[src/rtl/uart_pkg.sv]
`default_nettype none
// ============================================================================
//  Module      : uart_pkg
//  Description : Shared types and constants for the UART blocks. Holds the
//                transmitter state encoding, the parity-mode constants, the
//                standard baud divisors for a 100 MHz clock, and a clog2
//                helper used to size counters.
//  Revision    : 1.0 - initial release
// ============================================================================
package uart_pkg;

    typedef enum logic [2:0] {
        ST_IDLE   = 3'd0,
        ST_START  = 3'd1,
        ST_DATA   = 3'd2,
        ST_PARITY = 3'd3,
        ST_STOP   = 3'd4
    } uart_state_t;

    localparam int PAR_EVEN = 0;
    localparam int PAR_ODD  = 1;

    // Clock cycles per bit at 100 MHz
    localparam int DIV_9600   = 10416;
    localparam int DIV_19200  = 5208;
    localparam int DIV_38400  = 2604;
    localparam int DIV_115200 = 868;

    // Bits needed to count 0..value-1; never less than one bit.
    function automatic int clog2(input int value);
        int result;
        result = 0;
        for (int v = value - 1; v > 0; v = v >> 1) begin
            result++;
        end
        if (result < 1) begin
            result = 1;
        end
        return result;
    endfunction

endpackage
`default_nettype wire

[src/rtl/uart_baud_counter.sv]
`default_nettype none
// ============================================================================
//  Module      : uart_baud_counter
//  Description : Restartable bit-period counter. Counts 0..CLKS_PER_BIT-1,
//                flags the last cycle of each bit period and wraps to 0 so a
//                state spanning several bit periods keeps its timing.
//  Ports       : clk        - clock, rising edge
//                rst        - synchronous active-high reset
//                i_restart  - hold the counter at 0
//                o_bit_end  - high in the final cycle of a bit period
//  Revision    : 1.0 - initial release
// ============================================================================
module uart_baud_counter
    import uart_pkg::*;
#(
    parameter int CLKS_PER_BIT = DIV_115200
) (
    input  logic clk,
    input  logic rst,
    input  logic i_restart,
    output logic o_bit_end
);

    localparam int                 c_cnt_w = clog2(CLKS_PER_BIT);
    localparam logic [c_cnt_w-1:0] c_last  = c_cnt_w'(CLKS_PER_BIT - 1);

    logic [c_cnt_w-1:0] r_count;

    assign o_bit_end = (r_count == c_last);

    always_ff @(posedge clk) begin
        if (rst || i_restart || o_bit_end) begin
            r_count <= '0;
        end else begin
            r_count <= r_count + 1'b1;
        end
    end

endmodule
`default_nettype wire

[src/rtl/uart_tx_param.sv]
`default_nettype none
// ============================================================================
//  Module      : uart_tx_param
//  Description : Parametrised UART transmitter. Accepts words over a
//                valid/ready handshake and serialises them as
//                start / data / optional parity / 1-2 stop bits, with
//                optional CTS gating of frame start and RTS generation.
//  Ports       : Clock      - clock, rising edge
//                Reset      - synchronous active-high reset
//                TX_DATA    - word to send, taken on handshake
//                TX_VALID   - upstream word available
//                TX_READY   - word accepted this cycle when TX_VALID high
//                CTS        - clear-to-send, asynchronous
//                DATA_OUT   - serial line, idles high
//                RTS        - request-to-send
//                BUSY       - frame in progress
//                FRAME_DONE - pulse in the last cycle of the last stop bit
//  Revision    : 1.0 - initial release
// ============================================================================
module uart_tx_param
    import uart_pkg::*;
#(
    parameter int DATA_BITS    = 8,
    parameter int CLKS_PER_BIT = DIV_115200,
    parameter int PARITY_EN    = 1,
    parameter int PARITY_ODD   = PAR_EVEN,
    parameter int STOP_BITS    = 1,
    parameter int MSB_FIRST    = 0,
    parameter int FLOW_CTRL    = 1
) (
    input  logic                 Clock,
    input  logic                 Reset,
    input  logic [DATA_BITS-1:0] TX_DATA,
    input  logic                 TX_VALID,
    output logic                 TX_READY,
    input  logic                 CTS,
    output logic                 DATA_OUT,
    output logic                 RTS,
    output logic                 BUSY,
    output logic                 FRAME_DONE
);

    localparam int                 c_idx_w    = clog2(DATA_BITS);
    localparam logic [c_idx_w-1:0] c_idx_last = c_idx_w'(DATA_BITS - 1);

    uart_state_t          r_state;
    uart_state_t          w_state_next;
    logic [DATA_BITS-1:0] r_shift;
    logic [c_idx_w-1:0]   r_bit_idx;
    logic                 r_parity;
    logic                 r_stop_idx;
    logic                 r_cts_meta;
    logic                 r_cts_sync;
    logic                 r_rts;

    logic                 w_cts_s;
    logic                 w_bit_end;
    logic                 w_last_stop;
    logic                 w_frame_end;
    logic                 w_handshake;
    logic                 w_tx_bit;

    // CTS is asynchronous to Clock; two flops before use.
    always_ff @(posedge Clock) begin
        if (Reset) begin
            r_cts_meta <= 1'b0;
            r_cts_sync <= 1'b0;
        end else begin
            r_cts_meta <= CTS;
            r_cts_sync <= r_cts_meta;
        end
    end

    assign w_cts_s = (FLOW_CTRL != 0) ? r_cts_sync : 1'b1;

    // Held at 0 while idle so the START bit gets a full period; every other
    // transition happens on bit_end, where the counter wraps to 0 anyway.
    uart_baud_counter #(
        .CLKS_PER_BIT (CLKS_PER_BIT)
    ) u_baud (
        .clk       (Clock),
        .rst       (Reset),
        .i_restart (r_state == ST_IDLE),
        .o_bit_end (w_bit_end)
    );

    assign w_last_stop = (STOP_BITS == 2) ? r_stop_idx : 1'b1;
    assign w_frame_end = (r_state == ST_STOP) && w_bit_end && w_last_stop;
    assign w_tx_bit    = (MSB_FIRST != 0) ? r_shift[DATA_BITS-1] : r_shift[0];
    assign w_handshake = TX_VALID && TX_READY;

    // State register and frame datapath
    always_ff @(posedge Clock) begin
        if (Reset) begin
            r_state    <= ST_IDLE;
            r_shift    <= '0;
            r_bit_idx  <= '0;
            r_parity   <= 1'b0;
            r_stop_idx <= 1'b0;
            r_rts      <= 1'b0;
        end else begin
            r_state <= w_state_next;
            r_rts   <= (FLOW_CTRL != 0) && (TX_VALID || BUSY);

            if (w_handshake) begin
                r_shift    <= TX_DATA;
                r_bit_idx  <= '0;
                r_parity   <= 1'b0;
                r_stop_idx <= 1'b0;
            end else if (w_bit_end) begin
                case (r_state)
                    ST_DATA: begin
                        r_shift   <= (MSB_FIRST != 0) ? {r_shift[DATA_BITS-2:0], 1'b0}
                                                      : {1'b0, r_shift[DATA_BITS-1:1]};
                        r_parity  <= r_parity ^ w_tx_bit;
                        r_bit_idx <= (r_bit_idx == c_idx_last) ? '0 : r_bit_idx + 1'b1;
                    end
                    ST_STOP: begin
                        // Toggles 0->1->0 over two stop bits, ends at 0 either way.
                        r_stop_idx <= (STOP_BITS == 2) ? ~r_stop_idx : 1'b0;
                        if (w_last_stop) begin
                            r_parity <= 1'b0;
                        end
                    end
                    default: begin
                    end
                endcase
            end
        end
    end

    // Next-state logic
    always_comb begin
        w_state_next = r_state;
        case (r_state)
            ST_IDLE: begin
                if (w_handshake) begin
                    w_state_next = ST_START;
                end
            end
            ST_START: begin
                if (w_bit_end) begin
                    w_state_next = ST_DATA;
                end
            end
            ST_DATA: begin
                if (w_bit_end && (r_bit_idx == c_idx_last)) begin
                    w_state_next = (PARITY_EN != 0) ? ST_PARITY : ST_STOP;
                end
            end
            ST_PARITY: begin
                if (w_bit_end) begin
                    w_state_next = ST_STOP;
                end
            end
            ST_STOP: begin
                if (w_frame_end) begin
                    w_state_next = w_handshake ? ST_START : ST_IDLE;
                end
            end
            default: begin
                w_state_next = ST_IDLE;
            end
        endcase
    end

    // Outputs
    always_comb begin
        TX_READY   = w_cts_s && !Reset && ((r_state == ST_IDLE) || w_frame_end);
        BUSY       = (r_state != ST_IDLE);
        FRAME_DONE = w_frame_end;
        RTS        = r_rts;
        DATA_OUT   = 1'b1;
        case (r_state)
            ST_START:  DATA_OUT = 1'b0;
            ST_DATA:   DATA_OUT = w_tx_bit;
            ST_PARITY: DATA_OUT = (PARITY_ODD == PAR_ODD) ? ~r_parity : r_parity;
            default:   DATA_OUT = 1'b1;
        endcase
    end

endmodule
`default_nettype wire
[config.mk]
export PLATFORM = sky130hd
export DESIGN_NAME = uart_tx_param
export DESIGN_NICKNAME = d
export VERILOG_FILES = /design/src/rtl/uart_pkg.sv /design/src/rtl/uart_baud_counter.sv /design/src/rtl/uart_tx_param.sv
export SDC_FILE = /design/constraint.sdc
export NUM_CORES = 1
export LEC_CHECK = 0
export CAP_MARGIN = 5
export CORE_MARGIN = 4
export CORE_UTILIZATION = 58
export CTS_CLUSTER_DIAMETER = 40
export DETAILED_ROUTE_END_ITERATION = 6
export PLACE_DENSITY = 0.83
export SLEW_MARGIN = 10
export SYNTH_ARGS = -nofsm -noshare
export SYNTH_HDL_FRONTEND = slang
export SYNTH_SLANG_ARGS = --single-unit
[constraint.sdc]
create_clock -name Clock -period 6.5 [get_ports Clock]
set_clock_uncertainty 0.1 [all_clocks]
set_input_delay 0.65 -clock Clock [delete_from_list [all_inputs] [get_ports Clock]]
set_output_delay 0.65 -clock Clock [all_outputs]
set_load 0.02 [all_outputs]
# Yosys cells after proc, flatten, opt, wreduce, memory -nomap -nowiden

Index checks and enable logic that the tools add are counted.

Register bits: 28
Bits of input ports: 12

Muxes and demuxes: 13
Equal/unequal tests: 11
Bitwise operators: 1
Reduce and logical (&&, ||, !) cells: 20
Add/subtract/negate cells: 2

Operator list:

| kind                                           | number |
|---|---|
| 2-to-1 mux 8 bit                               | 3 |
| 2-to-1 mux 3 bit                               | 6 |
| one-hot mux 3 bit (5 select lines)             | 1 |
| adder 10 x 1 -> 10 bit (second input constant) | 1 |
| == test 10 bit (second input constant)         | 1 |
| == test 3 x 2 -> 1 bit (second input constant) | 2 |
| == test 3 bit (second input constant)          | 2 |
| != test 2 bit (second input constant)          | 3 |
| AND reduction 2 bit                            | 3 |
| nonzero test 2 bit                             | 3 |
| logical AND 1 bit                              | 5 |
| AND reduction 5 bit                            | 1 |
| logical OR 1 bit                               | 4 |
| != test 2 x 1 -> 1 bit (second input constant) | 2 |
| adder 3 x 1 -> 3 bit (second input constant)   | 1 |
| == test 3 x 1 -> 1 bit (second input constant) | 1 |
| zero test 3 bit                                | 1 |
| one-hot mux 1 bit (3 select lines)             | 1 |
| nonzero test 3 bit                             | 1 |
| one-hot mux 1 bit (2 select lines)             | 1 |
| OR reduction 2 bit                             | 1 |
| zero test 1 bit                                | 1 |
| 2-to-1 mux 1 bit                               | 1 |
| bitwise XOR 1 bit                              | 1 |

# Depth between registers and ports, before layout

Word-level depth: 8
Depth in mapped cells: 6
Mapped depth without buffers: 5

# By module

Synthesis repeated with hierarchy kept, for this count alone.

Cells, all modules: 149
Area total of the unflattened synthesis: 1338.8 um^2

Modules (own cells, without submodules):

| module            | area an instance (um^2) | cells each | times used |
|---|---|---|---|
| uart_tx_param     | 884.6                   | 96         | 1 |
| uart_baud_counter | 454.2                   | 53         | 1 |

# Least setup slack after synthesis

No wires, ideal clock.

Kind: reg2out
From: register u_baud.r_count[0]
To: output TX_READY
Data required time: 5.750 ns
Setup slack: 3.856 ns
Cell stages (with the launch flop): 5
Arrival time: 1.894 ns
Cell sequence: dfxtp_1 ha_1 or4b_4 o31ai_1 and3_1

Cells in the longest elaborated chain, start to end: 4

Ends and longest elaborated chain:

| item                     | line                    | source |
|---|---|---|
| start: declaration       | uart_baud_counter.sv:27 | `logic [c_cnt_w-1:0] r_count;` |
| start signal: assignment | uart_baud_counter.sv:35 | `r_count <= r_count + 1'b1;` |
| == test 10 bit           | uart_baud_counter.sv:29 | `assign o_bit_end = (r_count == c_last);` |
| logical AND 1 bit        | uart_tx_param.sv:88     | `assign w_frame_end = (r_state == ST_STOP) && w_bit_end && w_last_stop;` |
| logical OR 1 bit         | uart_tx_param.sv:169    | `TX_READY = w_cts_s && !Reset && ((r_state == ST_IDLE) \|\| w_frame_end);` |
| logical AND 1 bit        | uart_tx_param.sv:169    |  |
| end: declaration         | uart_tx_param.sv:35     | `output logic TX_READY,` |

No other way between the ends.

# Worst setup path in the final report

Same ends and word-level chain as after synthesis.

==> impl_metrics.py <==
metrics = {
    "clock_network": {
        "clkSlewWorstSetupHoldPaths_ns": 0.14,
        "cts_hold_buffers": 0,
        "clk_path_buf_depth": 2,
        "cts-resized-gates": 0,
        "cts_tree": "built",
        "cts_made_buffers": 3,
        "htree_levels": 1,
        "cts-root-buf": "clkbuf_4",
        "worst_skew_pair.late_latency_ns": 0.32,
        "clock_sinks": 28,
        "cts_post_setup_buffers_inserted": 0,
    },
    "logic_synthesis": {
        "syn_nets": 168,
        "synth_top_cell_area_share": 0.418,
        "syn_inst": 153,
        "avgSynthCellArea_um2": 8.77,
        "synthDistinctLibCells": 40,
        "yosys-top-cells-count": "dfxtp_1, nor2_1, nand2_1",
        "yosys.area.top_type": "dfxtp_1",
        "synth_edf_count": 0,
        "synthArstFlopShare": 0,
        "yosys_warnings": 0,
        "netlist_area_um2": 1340,
        "synth_seq_area_share": 0.418,
        "synth_flop_cell": "dfxtp_1",
        "synthMostInstantiatedCell": "dfxtp_1",
        "synth_area_leaders": "dfxtp_1, nor2_1, xnor2_1",
        "synth-seq-cells": 28,
    },
    "setup_path": {
        "critPathLaunchType": "flip-flop",
        "crit_type": "reg2out",
        "worstRegToRegCells": 5,
        "r2r_end": "r_parity",
        "r2r_setup_slack_ns": 4.08,
        "required_ns": 5.75,
        "reg2reg_from": "u_baud.r_count[0]",
        "crit_fanout": 7,
        "arrival_ns": 2.97,
        "end_kind": "output pin",
    },
    "flow_run": {
        "cap_violations": 0,
    },
    "floorplanning": {
        "start_util": 0.606,
        "core_um2": 2210,
        "dieArea_um2": 3150,
        "fp-row-count": 17,
        "dieWidth_um": 56.1,
        "dieHeight_um": 56.1,
        "io_pins": 17,
    },
    "power": {
        "seq_power_share": 0.673,
        "p_leak_nw": 0.508,
        "switchingPower_mw": 0.0552,
        "clockPowerShare": 0.260,
        "comb_power_share": 0.067,
        "power_per_cell_area_nw_per_um2": 171,
        "irDropWorstVdd_uv": 114,
        "intPower_mw": 0.205,
        "swShare": 0.212,
    },
    "worst_hold_path": {
        "hold-path-cell-count": 1,
        "hold_start": "r_cts_meta",
        "holdPathEnd": "r_cts_sync",
        "hold_class": "reg2reg",
    },
    "sta": {
        "setup_viol": 0,
        "finalMaxSlewViolations": 0,
        "rsz0062_at_grt": "false",
        "hold_viol_final": 0,
        "fin_crit_ns": 3.72,
        "period_share": 0.573,
        "max-slew-margin-rel": 0.477,
        "worst_pin_slew_ns": 0.777,
        "fin_tns_setup_ns": 0,
        "hold_slack_ns": 0.357,
        "fmax_mhz": 269,
    },
    "placed_design": {
        "hpwlAfterDp_mm": 1.95,
        "portBuffers": 16,
        "gp_congestion": 0.755,
    },
    "routing": {
        "drc": 0,
        "routedWlPerCell_um": 13.9,
        "drt_pass1_iterations": 4,
        "drtAntennaViolNets": 0,
        "vias": 1121,
        "drt-initial-drc-count": 29,
        "vias_per_cell": 5.84,
        "drt-total-wl_mm": 2.66,
    },
    "global_route": {
        "grt.overflow.total": 0,
        "grt_pass1_wl_mm": 4.44,
        "globalRouteTotalUtil": 0.173,
        "grt_pass1_vias": 1080,
        "grt_max_degree": 22,
        "antenna_found_initial": 0,
    },
    "cells_and_area": {
        "nets": 181,
        "antenna_cells": 0,
        "syn_to_final_growth_pct": 13.3,
        "drive_gt1_frac": 0.0488,
    },
    "run_status": {
        "status": "finished, final reports clean",
    },
}
-- cell type report --
type / count / area [µm²]
clock buffer: 3 / 22.5
sequential: 28 / 561
tap: 28 / 35.0
fill: 204 / 692
inverter: 5 / 18.8
timing repair buffer: 16 / 160
multi-input combinational: 112 / 723
-- metal layers --
layer,global-route usage,wire length (µm),vias to the layer above
li1,-,-,574
met1,0.214,1240,523
met2,0.297,1300,21
met3,0.0255,105,3
met4,0.0712,23,0
met5,0,0,-
-- power by group through the flow --
stage / sequential [mW] / combinational, mW / clock (mW)
finish: 0.175 / 0.0175 / 0.0677
global route: 0.176 / 0.0189 / 0.0792
CTS: 0.175 / 0.0176 / 0.0721
detailed placement: 0.179 / 0.0175 / 0
global placement: 0.179 / 0.0171 / 0
floorplan: 0.179 / 0.00758 / 0
-- cells in the final DEF (no fill, tap or decap), drive strengths merged, types with 4 or more instances in the layout --
| cell type | Yosys | final |
|---|---|---|
| a21oi | 6 | 6 |
| inv | 5 | 5 |
| nor3 | 10 | 10 |
| and3 | 5 | 5 |
| nand2 | 11 | 11 |
| nand3 | 7 | 7 |
| dfxtp | 28 | 28 |
| nor2b | 4 | 4 |
| o211ai | 5 | 5 |
| xnor2 | 6 | 6 |
| a32oi | 5 | 5 |
| nor2 | 17 | 17 |
| clkdlybuf4s50 | 0 | 16 |
-- worst max-delay path by stage --
stage | startpoint | to | cells after the start
floorplan | u_baud.r_count[0] | TX_READY | 4
global placement | u_baud.r_count[0] | TX_READY | 5
detailed placement | u_baud.r_count[0] | TX_READY | 5
CTS | u_baud.r_count[0] | TX_READY | 5
global route | u_baud.r_count[0] | TX_READY | 5
finish | u_baud.r_count[0] | TX_READY | 5
-- sequential cells by signal (all words and copies together) (netlist names) --
name,count
RTS,1
r_cts_sync,1
r_state,3
r_cts_meta,1
r_shift,8
r_parity,1
u_baud.r_count,10
r_bit_idx,3
-- metrics by stage --
step           instances  total power [mW]  setup slack [ns]  utilization  cell area (µm²)
6_report             192             0.260              2.78        0.687             1520
5_1_grt              192             0.274              2.61        0.687             1520
4_1_cts              192             0.265              2.76        0.687             1520
3_5_place_dp         189             0.197              3.13        0.677             1500
3_3_place_gp         189             0.196              3.16        0.677             1500
2_1_floorplan        153             0.186              3.86            -             1340
-- critical path, stage by stage (launching register included) --
cell and delay [ns]:
dfxtp_1 0.39, ha_1 0.25, or4b_4 0.50, o31ai_1 0.66, and3_1 0.26, clkdlybuf4s50_1 0.60
-- logic make-up after synthesis --
family	Yosys count	share of synthesized area
compound gates	27	0.149
simple gates	71	0.288
fa+ha+maj	3	0.0280
mux	2	0.0149
buf+inv	13	0.0429
flops	28	0.418
xor+xnor	9	0.0588
Power figures use the tool's default switching activity.
